### config.mk
export PLATFORM = sky130hd
export DESIGN_NAME = uart_receiver
export DESIGN_NICKNAME = d
export VERILOG_FILES = /design/src/rtl/uart_receiver.sv
export SDC_FILE = /design/constraint.sdc
export NUM_CORES = 1
export LEC_CHECK = 0
export CAP_MARGIN = 20
export CORE_MARGIN = 2
export CORE_UTILIZATION = 50
export CTS_CLUSTER_DIAMETER = 200
export DETAILED_ROUTE_END_ITERATION = 10
export PLACE_DENSITY = 0.8
export SLEW_MARGIN = 5
export SYNTH_ARGS = -nofsm -noshare
export SYNTH_HDL_FRONTEND = slang
export SYNTH_SLANG_ARGS = --single-unit
### constraint.sdc
create_clock -name clk_in -period 1.6 [get_ports clk_in]
set_input_delay 0.32 -clock clk_in [delete_from_list [all_inputs] [get_ports clk_in]]
set_output_delay 0.32 -clock clk_in [all_outputs]
set_load 0.02 [all_outputs]
### src/rtl/uart_receiver.sv
// -----------------------------------------------------------------------------
// uart_receiver
//   8N1 UART receiver running entirely in the clk_in domain. The idle-high
//   serial line is synchronized, a falling edge starts a frame, and every bit
//   is sampled at its nominal centre (LSB first). A good frame updates data
//   and produces a one-cycle data_valid strobe. A low stop bit produces a
//   one-cycle framing_error strobe instead, and the receiver then waits for
//   the line to return high before it looks for another start edge.
//
// Ports
//   clk_in         in   1  root clock, rising edge
//   reset          in   1  synchronous, active-high reset
//   uart_rx        in   1  asynchronous serial line, idle = 1
//   data           out  8  last good byte, held until the next good byte
//   data_valid     out  1  one-cycle strobe: data has just been updated
//   framing_error  out  1  one-cycle strobe: stop bit sampled as 0
//   rx_running     out  1  high while a frame or a line break is in progress
// -----------------------------------------------------------------------------
module uart_receiver #(
  parameter int CLK_PER_BIT = 462,
  parameter int COUNT_WIDTH = 10
) (
  input  logic       clk_in,
  input  logic       reset,
  input  logic       uart_rx,
  output logic [7:0] data,
  output logic       data_valid,
  output logic       framing_error,
  output logic       rx_running
);

  typedef enum logic [2:0] {
    ST_IDLE  = 3'd0,
    ST_START = 3'd1,
    ST_DATA  = 3'd2,
    ST_STOP  = 3'd3,
    ST_BREAK = 3'd4
  } state_t;

  // Terminal counts: the counter runs 0..N-1, so a wait of N cycles ends at N-1.
  localparam logic [COUNT_WIDTH-1:0] LP_HALF_LAST = COUNT_WIDTH'(CLK_PER_BIT / 2 - 1);
  localparam logic [COUNT_WIDTH-1:0] LP_BIT_LAST  = COUNT_WIDTH'(CLK_PER_BIT - 1);

  state_t                 r_state;
  logic                   r_sync1;
  logic                   r_rx_s;
  logic                   r_rx_d;
  logic [COUNT_WIDTH-1:0] r_cnt;
  logic [2:0]             r_bit_idx;
  logic [7:0]             r_shift;
  logic [7:0]             r_data;
  logic                   r_data_valid;
  logic                   r_framing_error;
  logic                   r_rx_running;

  state_t                 w_state_nxt;
  logic [COUNT_WIDTH-1:0] w_cnt_nxt;
  logic [2:0]             w_bit_idx_nxt;
  logic [7:0]             w_shift_nxt;
  logic [7:0]             w_data_nxt;
  logic                   w_data_valid_nxt;
  logic                   w_framing_error_nxt;

  // Two-flop synchronizer for the raw line plus one delay flop for edge detect.
  always_ff @(posedge clk_in) begin
    if (reset) begin
      r_sync1 <= 1'b1;
      r_rx_s  <= 1'b1;
      r_rx_d  <= 1'b1;
    end else begin
      r_sync1 <= uart_rx;
      r_rx_s  <= r_sync1;
      r_rx_d  <= r_rx_s;
    end
  end

  // State, bit timing and output registers.
  always_ff @(posedge clk_in) begin
    if (reset) begin
      r_state         <= ST_IDLE;
      r_cnt           <= '0;
      r_bit_idx       <= 3'd0;
      r_shift         <= 8'h00;
      r_data          <= 8'h00;
      r_data_valid    <= 1'b0;
      r_framing_error <= 1'b0;
      r_rx_running    <= 1'b0;
    end else begin
      r_state         <= w_state_nxt;
      r_cnt           <= w_cnt_nxt;
      r_bit_idx       <= w_bit_idx_nxt;
      r_shift         <= w_shift_nxt;
      r_data          <= w_data_nxt;
      r_data_valid    <= w_data_valid_nxt;
      r_framing_error <= w_framing_error_nxt;
      // Registered from the next state so it tracks state != IDLE with no lag.
      r_rx_running    <= (w_state_nxt != ST_IDLE);
    end
  end

  // Next-state logic: frame sequencing and centre-of-bit sampling.
  always_comb begin
    w_state_nxt         = r_state;
    w_cnt_nxt           = r_cnt + COUNT_WIDTH'(1);
    w_bit_idx_nxt       = r_bit_idx;
    w_shift_nxt         = r_shift;
    w_data_nxt          = r_data;
    w_data_valid_nxt    = 1'b0;
    w_framing_error_nxt = 1'b0;

    case (r_state)
      ST_IDLE: begin
        w_cnt_nxt = '0;
        if (r_rx_d && !r_rx_s) begin
          w_state_nxt = ST_START;
        end else begin
          w_state_nxt = ST_IDLE;
        end
      end

      ST_START: begin
        if (r_cnt == LP_HALF_LAST) begin
          w_cnt_nxt     = '0;
          w_bit_idx_nxt = 3'd0;
          // A start bit that is already high again at its centre is a glitch.
          if (!r_rx_s) begin
            w_state_nxt = ST_DATA;
          end else begin
            w_state_nxt = ST_IDLE;
          end
        end else begin
          w_state_nxt = ST_START;
        end
      end

      ST_DATA: begin
        if (r_cnt == LP_BIT_LAST) begin
          w_cnt_nxt     = '0;
          w_shift_nxt   = {r_rx_s, r_shift[7:1]};
          w_bit_idx_nxt = r_bit_idx + 3'd1;
          if (r_bit_idx == 3'd7) begin
            w_state_nxt = ST_STOP;
          end else begin
            w_state_nxt = ST_DATA;
          end
        end else begin
          w_state_nxt = ST_DATA;
        end
      end

      ST_STOP: begin
        if (r_cnt == LP_BIT_LAST) begin
          w_cnt_nxt = '0;
          if (r_rx_s) begin
            w_data_nxt       = r_shift;
            w_data_valid_nxt = 1'b1;
            w_state_nxt      = ST_IDLE;
          end else begin
            w_framing_error_nxt = 1'b1;
            w_state_nxt         = ST_BREAK;
          end
        end else begin
          w_state_nxt = ST_STOP;
        end
      end

      ST_BREAK: begin
        // Hold off until the line is released so a stuck-low line cannot retrigger.
        w_cnt_nxt = '0;
        if (r_rx_s) begin
          w_state_nxt = ST_IDLE;
        end else begin
          w_state_nxt = ST_BREAK;
        end
      end

      default: begin
        w_cnt_nxt   = '0;
        w_state_nxt = ST_IDLE;
      end
    endcase
  end

  assign data          = r_data;
  assign data_valid    = r_data_valid;
  assign framing_error = r_framing_error;
  assign rx_running    = r_rx_running;

endmodule
==> results list <==
* Number of buffers created by CTS: 5
- STA classifies the critical path startpoint as a register.
* Dominant register cell in the synthesized netlist: sky130_fd_sc_hd__dfxtp_1
- IO Port Bufs: 13
- Of the total synthesized cell area, the portion taken by XOR and XNOR cells is 0.0438.
* Wire length of the first global-routing pass: between 5000 and 6000 um
- The number of endpoints with negative hold slack in the final report came to 0.
* Share of synthesized area spent on multiplexers: 0.127
* Violations in the final reports: negative setup slack
- The worst setup path is captured at a register.
* Part of the Yosys area used for sequential elements: 0.475
* CTS tree: done
* Synthesized instance count: approximately 160
* Placed Cells incl. Taps: 232
* Netlist area before placement: ~1600 um2
- Most used cells in the layout excluding fill and tap cells: sky130_fd_sc_hd__dfxtp_1 (34), sky130_fd_sc_hd__nor2_1 (29), sky130_fd_sc_hd__mux2i_1 (18)
- Startpoint of the worst-slack reg-to-reg timing path: r_cnt[1]
* Result of the run: finished with violations
* Setup TNS after final layout: -1.95 ns
- Power density over the cells: approximately 850 nW/um2
- Of the total synthesized cell area, the portion taken by full adders, half adders and majority gates is 0.0391.
- Worst slack at placement: -0.109 ns
- The congestion estimate from routability-driven global placement came to ~0.88.
- The die covers about 3700 um2.
- Post-CTS Hold Fix Bufs: 0
- Dividing the final minimum period by the clock period gives 1.08.
- Of the total synthesized cell area, the portion taken by AND, OR, NAND and NOR gates is 0.246.
- Worst-case headroom to the max-slew limit: 0.709
- Largest driver fanout on the critical path: 4
- In the final layout, the share of cells above drive strength 1 is 0.305.
- Antenna violations before repair: 0
* Number of cell rows: 20
* Transition time of the tightest slew-check pin: ~0.44 ns
- After legalization and detailed placement, the total HPWL measured 2270 um.
* Post-detailed-route wirelength per cell: around 15 um
- The tool flagged a number of max-cap violations equal to 0.
- Leaving out filler cells and counting taps, the final layout contains between 200 and 250.
- Across all setup checks in the final design, the least slack found is -0.125 ns.
- For the worst setup path, the data required time is approximately 1.8 ns.
- Initial core utilization: 0.525
- The routed design could run at a clock period as short as ~1.7 ns.
- For this design the static power due to leakage is between 0.9 and 1 nW.
- The tightest min-delay check is of the reg2reg type.
- Number of search-and-repair iterations in the first detailed-routing pass: 4
- Syn. warnings: 0
- Measured on the finished design, the core utilization comes to 0.724.
- The detail route stage leaves a number of antenna-violating nets equal to 0.
- Critical path startpoint: r_cnt[1]
- Using the TritonRoute via totals, the vias-per-cell ratio works out to 5.25.
- The clock reaches the later pin of the worst-skew pair after approximately 0.36 ns.
* Number of inserted diodes: 0
- The core region is 3050 um2.
- In this run, the number of DRC markers left after iteration 0 of detailed routing was 86.
* Launch instance of the worst min-delay path: r_sync1
- For this run, the top clock speed supported by timing is ~580 MHz.
- The critical path is of the reg2reg type.
- Post-Layout Inst Area: between 2000 and 2500 um2
- After synthesis, the largest family of logic cells by area is simple AND/OR/NAND/NOR gates.
- In this run the vertical extent of the chip is just over 60 um.
- In the global route stage, overall resource usage came out at 0.225.
* Area fraction in compound gates after synthesis: 0.0414
- Syn avg cell area: around 9.8 um2
- Number of synthesized register bits: 38
* Via count of the first global-routing pass: roughly 1300
- The detailed router placed around 1300 vias in this run.
- IR analysis of the VDD net gives a maximum drop of 0.000830 V.
- For this run, asynchronously set or reset flops after synthesis account for 0.
- Once placement finished, the instance area stood at ~1900 um2.
- The filler cells instantiated in the layout total 226.
- For the final database, setup skew stands at ~0.016 ns.
- Global route overflow: 0
- DRC Markers: 0
- Entering global routing, the biggest net connects 25 pins.
- Clk buf depth: 2
* I/O Pins: 14
- Routed WL: between 3000 and 4000 um
- From synthesis to final layout, the design area changed by 38.0%.
* Number of setup violations in the final report: 23
- Synthesized net count: roughly 170
* RSZ-0062 raised after global routing: true
- For the worst setup path, the data arrival time is between 1.5 and 2 ns.
- In this run the horizontal extent of the chip is slightly above 60 um.
- The synthesized design contains 0 enable-type register cells.
* Worst-path clk slew: around 0.12 ns
- Distinct cell type count after synthesis: 40
- H-tree Lvls: 2
- At the end of the flow, the number of nets in the layout was ~210.
- Most common cell after layout, fill and taps aside: sky130_fd_sc_hd__dfxtp_1
- Pins over their slew limit: 0
- The clock net in this run drives a total of 38 sinks.
- The tree is rooted in a sky130_fd_sc_hd__clkbuf_4.
[path summary, 6_finish.rpt]
check / endpoint / slack [ns] / cells past startpoint
worst min register to register: r_rx_s / 0.43 / 1
worst max register to register: rx_running / -0.13 / 7
worst max-delay path: rx_running / -0.13 / 7
worst min-delay path: r_rx_s / 0.43 / 1
[cell usage after synthesis, types with 2 or more instances]
library cell	instances	area, um2
sky130_fd_sc_hd__nand4_1	3	18.8
sky130_fd_sc_hd__nor3_1	2	10.0
sky130_fd_sc_hd__and2_1	3	18.8
sky130_fd_sc_hd__mux2i_1	18	180
sky130_fd_sc_hd__nor3b_1	2	15.0
sky130_fd_sc_hd__nor2b_1	2	12.5
sky130_fd_sc_hd__nor2_1	38	143
sky130_fd_sc_hd__inv_1	4	15.0
sky130_fd_sc_hd__ha_1	5	62.6
sky130_fd_sc_hd__clkbuf_1	4	15.0
sky130_fd_sc_hd__xor2_1	4	35.0
sky130_fd_sc_hd__xnor2_1	4	35.0
sky130_fd_sc_hd__or2_2	2	12.5
sky130_fd_sc_hd__and3_1	4	25.0
sky130_fd_sc_hd__nand2_1	6	22.5
sky130_fd_sc_hd__nand3_1	2	10.0
sky130_fd_sc_hd__dfxtp_1	38	761
[cell families (layout without fill, tap and decap cells)]
group,count (synthesis),after routing
compound gates,8,8
xor+xnor,8,8
fa+ha+maj,5,5
buf+inv,10,46
flops,38,38
mux,20,20
simple gates,75,75
[state kept, by name, summed over array words and instances, names as in the netlist]
name	flops
data_valid	1
r_shift	8
data	8
rx_running	1
framing_error	1
r_sync1	1
r_state	3
r_rx_s	1
r_cnt	10
r_rx_d	1
r_bit_idx	3
[metal layers]
| metal | GRT usage | vias to the layer above | routed length (um) |
|---|---|---|---|
| li1 | - | 630 | - |
| met1 | 0.247 | 617 | 1520 |
| met2 | 0.399 | 28 | 2030 |
| met3 | 0.0618 | 7 | 130 |
| met4 | 0.106 | 0 | 58 |
| met5 | 0 | - | 0 |
[layout make-up]
cell class	instances	area, um2	area share
clock buffer	6	51.3	0.0232
clock inverter	2	60.1	0.0272
inverter	5	21.3	0.00963
multi-input combinational	116	921	0.417
sequential	38	771	0.349
tap	44	55.1	0.0249
timing repair buffer	33	330	0.149
[worst max-delay path: stages, from the launching register on]
cell	delay, ns
sky130_fd_sc_hd__dfxtp_4	0.38
sky130_fd_sc_hd__inv_4	0.06
sky130_fd_sc_hd__ha_4	0.12
sky130_fd_sc_hd__nand4_1	0.17
sky130_fd_sc_hd__nor3_4	0.32
sky130_fd_sc_hd__mux2_4	0.34
sky130_fd_sc_hd__a22oi_2	0.14
sky130_fd_sc_hd__a31oi_1	0.10
[power by group]
part | total [mW] | switching (mW) | internal (mW)
sequential | 0.956 | 0.00676 | 0.949
combinational | 0.0653 | 0.0345 | 0.0308
clock | 0.852 | 0.323 | 0.529
[timing repair]
action                     in CTS  in global routing
gates resized for setup        29                 20
buffers inserted                4                  0
setup endpoints to repair      39                 37
pin swaps                       5                 12
[stage by stage]
step	hold slack (ns)	total power, mW
finish	0.427	1.87
global route	0.434	1.92
CTS	0.425	1.87
detailed placement	0.396	1.03
global placement	0.402	1.03
floorplan	0.389	1.01
(Power assumes the default switching activity.)
